File: src/rtl/mdu_iter_core.sv
// Iterative RV32M/RV64M multiply/divide unit: pipelined multiplier, restoring divider, one op in flight.
// Optional MDU_FLUSH_EN adds i_mdu_flush to abandon the current operation.
//
// state | meaning
// IDLE  | ready for a request
// MUL   | product travelling down the multiplier pipe
// DIV   | restoring-division iterations, DIV_BITS quotient bits per cycle
// FIX   | apply result signs to quotient/remainder
// DONE  | result valid, held until consumed
module mdu_iter_core #(
  parameter int WIDTH      = 32,
  parameter int MUL_STAGES = 2,
  parameter int DIV_BITS   = 1
) (
  input  logic             i_clk,
  input  logic             i_rst,
  input  logic [WIDTH-1:0] i_mdu_rs1,
  input  logic [WIDTH-1:0] i_mdu_rs2,
  input  logic [2:0]       i_mdu_op,
  input  logic             i_mdu_valid,
  output logic             o_mdu_ready,
  output logic [WIDTH-1:0] o_mdu_rd,
  output logic             o_mdu_rd_valid,
  input  logic             i_mdu_rd_ready
`ifdef MDU_FLUSH_EN
  ,
  input  logic             i_mdu_flush
`endif
);

  localparam int ITERS = WIDTH / DIV_BITS;
  localparam int CNT_W = $clog2(ITERS + 1);
  localparam logic [WIDTH-1:0] MOST_NEG = {1'b1, {(WIDTH-1){1'b0}}};

  typedef enum logic [2:0] {S_IDLE, S_MUL, S_DIV, S_FIX, S_DONE} state_t;

  state_t           state;
  logic [CNT_W-1:0] cnt;
  logic             ready_q, rd_valid_q;
  logic [WIDTH-1:0] rd_q;
  logic [WIDTH-1:0] rem_q, quo_q, dvs_q;
  logic             quo_neg, rem_neg, op_rem;

  logic flush;
`ifdef MDU_FLUSH_EN
  assign flush = i_mdu_flush;
`else
  assign flush = 1'b0;
`endif

  logic accept;
  assign accept = (state == S_IDLE) && i_mdu_valid && !flush;

  // Multiplier: sign-extend straight to 2*WIDTH so the low 2*WIDTH product bits are exact.
  logic               a_signed, b_signed;
  logic [2*WIDTH-1:0] a_x, b_x, prod;
  logic [WIDTH-1:0]   mul_res, mul_tail;

  assign a_signed = (i_mdu_op[1:0] != 2'b11);
  assign b_signed = !i_mdu_op[1];
  assign a_x      = {{WIDTH{a_signed & i_mdu_rs1[WIDTH-1]}}, i_mdu_rs1};
  assign b_x      = {{WIDTH{b_signed & i_mdu_rs2[WIDTH-1]}}, i_mdu_rs2};
  assign prod     = a_x * b_x;
  assign mul_res  = (i_mdu_op[1:0] == 2'b00) ? prod[WIDTH-1:0] : prod[2*WIDTH-1:WIDTH];

  generate
    if (MUL_STAGES > 1) begin : g_mul_pipe
      logic [WIDTH-1:0] pipe [MUL_STAGES-1];
      always_ff @(posedge i_clk) begin
        if (accept) pipe[0] <= mul_res;
        for (int i = 1; i < MUL_STAGES - 1; i++) pipe[i] <= pipe[i-1];
      end
      assign mul_tail = pipe[MUL_STAGES-2];
    end else begin : g_mul_direct
      assign mul_tail = mul_res;
    end
  endgenerate

  // Divider request decode and special cases.
  logic             signed_div, div_zero, div_ovf, div_special;
  logic [WIDTH-1:0] special_res, abs_a, abs_b;

  assign signed_div  = !i_mdu_op[0];
  assign div_zero    = (i_mdu_rs2 == '0);
  assign div_ovf     = signed_div && (i_mdu_rs1 == MOST_NEG) && (i_mdu_rs2 == '1);
  assign div_special = div_zero || div_ovf;
  assign special_res = div_zero ? (i_mdu_op[1] ? i_mdu_rs1 : '1)
                                : (i_mdu_op[1] ? '0 : i_mdu_rs1);
  assign abs_a = (signed_div && i_mdu_rs1[WIDTH-1]) ? -i_mdu_rs1 : i_mdu_rs1;
  assign abs_b = (signed_div && i_mdu_rs2[WIDTH-1]) ? -i_mdu_rs2 : i_mdu_rs2;

  // One cycle of restoring division; quo_q shifts the dividend out and the quotient in.
  logic [WIDTH-1:0] r_nx, q_nx;
  logic [WIDTH:0]   sh, trial;

  always_comb begin
    r_nx  = rem_q;
    q_nx  = quo_q;
    sh    = '0;
    trial = '0;
    for (int i = 0; i < DIV_BITS; i++) begin
      sh    = {r_nx, q_nx[WIDTH-1]};
      trial = sh - {1'b0, dvs_q};
      q_nx  = {q_nx[WIDTH-2:0], !trial[WIDTH]};
      r_nx  = trial[WIDTH] ? sh[WIDTH-1:0] : trial[WIDTH-1:0];
    end
  end

  always_ff @(posedge i_clk) begin
    if (i_rst) begin
      state      <= S_IDLE;
      cnt        <= '0;
      ready_q    <= 1'b1;
      rd_valid_q <= 1'b0;
      rd_q       <= '0;
      rem_q      <= '0;
      quo_q      <= '0;
      dvs_q      <= '0;
      quo_neg    <= 1'b0;
      rem_neg    <= 1'b0;
      op_rem     <= 1'b0;
    end else if (flush && state != S_IDLE) begin
      state      <= S_IDLE;
      cnt        <= '0;
      ready_q    <= 1'b1;
      rd_valid_q <= 1'b0;
    end else begin
      case (state)
        S_IDLE: begin
          if (accept) begin
            ready_q <= 1'b0;
            if (!i_mdu_op[2]) begin
              if (MUL_STAGES == 1) begin
                rd_q       <= mul_res;
                rd_valid_q <= 1'b1;
                state      <= S_DONE;
              end else begin
                cnt   <= CNT_W'(MUL_STAGES - 1);
                state <= S_MUL;
              end
            end else if (div_special) begin
              rd_q       <= special_res;
              rd_valid_q <= 1'b1;
              state      <= S_DONE;
            end else begin
              rem_q   <= '0;
              quo_q   <= abs_a;
              dvs_q   <= abs_b;
              quo_neg <= signed_div && (i_mdu_rs1[WIDTH-1] ^ i_mdu_rs2[WIDTH-1]);
              rem_neg <= signed_div && i_mdu_rs1[WIDTH-1];
              op_rem  <= i_mdu_op[1];
              cnt     <= CNT_W'(ITERS);
              state   <= S_DIV;
            end
          end
        end
        S_MUL: begin
          cnt <= cnt - 1'b1;
          if (cnt == CNT_W'(1)) begin
            rd_q       <= mul_tail;
            rd_valid_q <= 1'b1;
            state      <= S_DONE;
          end
        end
        S_DIV: begin
          rem_q <= r_nx;
          quo_q <= q_nx;
          cnt   <= cnt - 1'b1;
          if (cnt == CNT_W'(1)) state <= S_FIX;
        end
        S_FIX: begin
          if (op_rem) rd_q <= rem_neg ? -rem_q : rem_q;
          else        rd_q <= quo_neg ? -quo_q : quo_q;
          rd_valid_q <= 1'b1;
          state      <= S_DONE;
        end
        S_DONE: begin
          if (i_mdu_rd_ready) begin
            rd_valid_q <= 1'b0;
            ready_q    <= 1'b1;
            state      <= S_IDLE;
          end
        end
        default: begin
          state   <= S_IDLE;
          ready_q <= 1'b1;
        end
      endcase
    end
  end

  assign o_mdu_ready    = ready_q;
  assign o_mdu_rd_valid = rd_valid_q;
  assign o_mdu_rd       = rd_q;

endmodule
File: config.mk
export PLATFORM = sky130hd
export DESIGN_NAME = mdu_iter_core
export DESIGN_NICKNAME = d
export VERILOG_FILES = /design/src/rtl/mdu_iter_core.sv
export SDC_FILE = /design/constraint.sdc
export NUM_CORES = 2
export LEC_CHECK = 0
export CORE_ASPECT_RATIO = 1.1
export CORE_MARGIN = 4
export CORE_UTILIZATION = 25
export CTS_CLUSTER_DIAMETER = 30
export CTS_CLUSTER_SIZE = 30
export DETAILED_ROUTE_END_ITERATION = 12
export PLACE_DENSITY_LB_ADDON = 0.3
export RECOVER_POWER = 25
export SYNTH_ARGS = -nofsm -noshare
export SYNTH_HDL_FRONTEND = slang
export SYNTH_SLANG_ARGS = --single-unit
export TNS_END_PERCENT = 5
File: constraint.sdc
create_clock -name i_clk -period 14.6 [get_ports i_clk]
set_input_delay 4.38 -clock i_clk [delete_from_list [all_inputs] [get_ports i_clk]]
set_output_delay 4.38 -clock i_clk [all_outputs]
set_load 0.05 [all_outputs]
==> results.json <==
{
  "drv_cap": 2,
  "crit_path_start_kind": "primary input",
  "worstHoldStart": "dvs_q[22]",
  "crit_path_start": "i_mdu_op[1]",
  "grt_antenna_before_repair": 16,
  "place.gp.congestion": 0.908,
  "num_vias": 39200,
  "nets": 7077,
  "holdWs_ns": 0.459,
  "met3_usage": 0.0189,
  "port_buffers": 104,
  "grt_max_degree": 68,
  "drc_errors": 0,
  "cts_max_level": 4,
  "r2r_cells": 16,
  "r2r_start": "quo_q[31]",
  "cts_hold_buf": 0,
  "max_freq_mhz": 75.0,
  "grt_busiest_layer": "met2",
  "finalSetupTns_ns": 0,
  "grt_pass1_vias": 42300,
  "wl_mm": 168,
  "met2_usage": 0.289,
  "cts_tree": "done",
  "die_area_sq_um": 208000,
  "numCtsBuffers": 17,
  "initial_core_util": 0.252,
  "overflow": 0,
  "use_met1": 0.201,
  "setup_viol": 0,
  "drt_iter0_markers": 2850,
  "wl_per_cell_um": 20.3,
  "layout_setup_ws_ns": 1.27,
  "worst-slew-pin-transition_ns": 3.80,
  "arrival_ns": 13.58,
  "synth_edf_count": 32,
  "ys_warn_count": 0,
  "die_h_um": 478,
  "ys_ff_latch": 174,
  "rsz0062_at_grt": "false",
  "n_fill_cell": 21500,
  "relSlewSlack": -1.53,
  "synth_flop_cell": "dfxtp_1",
  "hp-class": "reg -> reg",
  "post-route-min-period_ns": 13.33,
  "hold_viol": 0,
  "crit_fanout": 24,
  "fp.dieW_um": 435,
  "pre_cts_slack_ns": 0.759,
  "syn_nets": 7234,
  "design.core.area_sq_um": 200000,
  "crit-reg2reg-capture": "rem_q[31]",
  "cp-endpoint": "g_mul_pipe.pipe[0][27]",
  "status": "finished, violations left",
  "cts_root_buf": "clkbuf_16",
  "synth_cells": 5785,
  "fin_cells": 8258,
  "hpwl_mm": 135,
  "syn_avg_cell_area_sq_um": 8.69,
  "clk_pin_slew_ns": 0.08,
  "slew_viol_final": 102,
  "async_flop_share": 0,
  "endpoint_kind": "flop",
  "rrSetupSlack_ns": 10.22,
  "drive_above_1_share": 0.0402,
  "ant_nets": 0,
  "clock_sinks": 174,
  "cts_resized": 0,
  "syn_area_sq_um": 50300,
  "period_share": 0.913,
  "rows": 172,
  "insertion_delay_ns": 0.50,
  "grt_use_total": 0.162,
  "grt_pass1_wl_mm": 261,
  "avgViaCountPerCell": 4.75,
  "placed_cells": 8219,
  "cts_buffer_depth": 2,
  "drtPass1Iterations": 7,
  "violations": "max-capacitance violations, max-slew violations",
  "required_ns": 14.85,
  "ys_seq_area_frac": 0.0757,
  "ios": 105,
  "crit_type": "in -> reg",
  "post_cts_buffers": 0,
  "syn_to_final_growth_pct": 7.91,
  "synth.distinct_cells": 82,
  "skew_ns": 0.0139
}
[cells in the final DEF (no fill, tap or decap), drive strengths merged, types with 30 or more instances in the layout]
cell       n
ha       252
fa      1126
o31ai     30
nand2    873
a211oi    94
and2     360
nor3      39
nor2     260
edfxtp    32
o21ai    161
xor2      95
buf      155
dfxtp    142
a21o      49
a21oi    209
xnor2    130
inv     1153
[critical path, cell delays in order]
cell and delay, ns:
clkdlybuf4s50_1 0.68, a21boi_2 0.54, buf_4 0.40, nand2_1 0.17
fa_1 0.72, fa_1 0.56, fa_1 0.59, fa_1 0.59
inv_1 0.57, fa_1 0.56, fa_1 0.52, fa_1 0.49
inv_1 0.05, fa_1 0.47, inv_1 0.05, ha_1 0.37
and3_1 0.25, a2111o_1 0.38, o21ai_0 0.08, a31oi_1 0.08
o21ai_0 0.41, o21ai_1 0.16, a31oi_1 0.23, mux2i_1 0.21
nand2_1 0.07
[state kept, by name (all words and copies together), names as in the netlist]
register,cells
cnt,6
dvs_q,32
g_mul_pipe.pipe,32
o_mdu_rd,32
o_mdu_rd_valid,1
o_mdu_ready,1
op_rem,1
quo_neg,1
quo_q,32
rem_neg,1
rem_q,32
state,3
[cell type report]
type	count	area (sq um)	share of cell area
diodes	7	17.5	0.000323
clock buffers	17	425	0.00785
clock inverters	15	171	0.00316
inverters	1148	4310	0.0795
multi-input cells	4087	40700	0.751
flip-flops and latches	174	3800	0.0701
well taps	2610	3270	0.0602
repair buffers	200	1500	0.0277
[logic make-up (layout without fill, tap and decap cells)]
kind of cell / after synthesis / in the layout / synth area share
compound gates: 698 / 698 / 0.0880
xor+xnor: 225 / 225 / 0.0392
fa+ha+maj: 1405 / 1405 / 0.517
buf+inv: 1524 / 1380 / 0.115
flops: 174 / 174 / 0.0757
mux: 28 / 28 / 0.00563
other cells: 0 / 7 / 0
simple gates: 1731 / 1731 / 0.160
[per-stage QoR]
step | utilization | instance area (sq um)
floorplan | - | 50300
global placement | 0.268 | 53600
detailed placement | 0.268 | 53600
CTS | 0.271 | 54200
global route | 0.271 | 54200
finish | 0.272 | 54200
[how the worst min path moves through the flow]
stage	end	slack (ns)	cells after the start
after floorplan	dvs_q[18]	0.43	2
after global placement	dvs_q[22]	0.44	2
after detailed placement	o_mdu_rd[18]	0.45	2
after CTS	o_mdu_rd[18]	0.46	2
after global routing	o_mdu_rd[18]	0.47	2
final	dvs_q[22]	0.46	2
[cells in the mapped netlist, types with 8 or more instances]
cell | count | area [sq um]
edfxtp_1 | 32 | 961
nand2_1 | 873 | 3280
and3_1 | 19 | 119
buf_4 | 9 | 67.6
o31ai_1 | 28 | 210
xnor2_1 | 130 | 1140
nand3_1 | 22 | 110
dfxtp_1 | 142 | 2840
o22ai_1 | 12 | 75.1
buf_2 | 21 | 105
nor2_1 | 260 | 976
o21bai_1 | 14 | 105
a21oi_1 | 209 | 1050
fa_1 | 1126 | 22500
nand2b_1 | 25 | 156
mux2i_1 | 26 | 260
nand4_1 | 25 | 156
nor3b_1 | 8 | 60.1
or4_1 | 14 | 105
o21ai_0 | 111 | 556
o2111ai_1 | 8 | 70.1
a21o_1 | 49 | 368
nor4_1 | 17 | 106
xor2_1 | 95 | 832
a211oi_1 | 94 | 706
or3_1 | 21 | 131
clkbuf_1 | 281 | 1050
nor2b_1 | 15 | 93.8
a311oi_1 | 9 | 78.8
and2_1 | 360 | 2250
a31oi_1 | 15 | 93.8
o211ai_1 | 18 | 135
o21ai_1 | 50 | 250
maj3_1 | 27 | 270
buf_1 | 65 | 244
or2_2 | 13 | 81.3
nor3_1 | 39 | 195
o21a_1 | 14 | 105
ha_1 | 252 | 3150
inv_1 | 1145 | 4300
o41ai_1 | 14 | 123
[per-layer routing]
layer  vias to the layer above  routed length (um)
met3                       303                8760
met1                     20500               67200
met2                      1186               85000
li1                      17200                   -
met5                         -                  13
met4                         2                6700
Power is not shown: default switching activity piles up to over one toggle a cycle in this logic, so the estimate is an artifact.
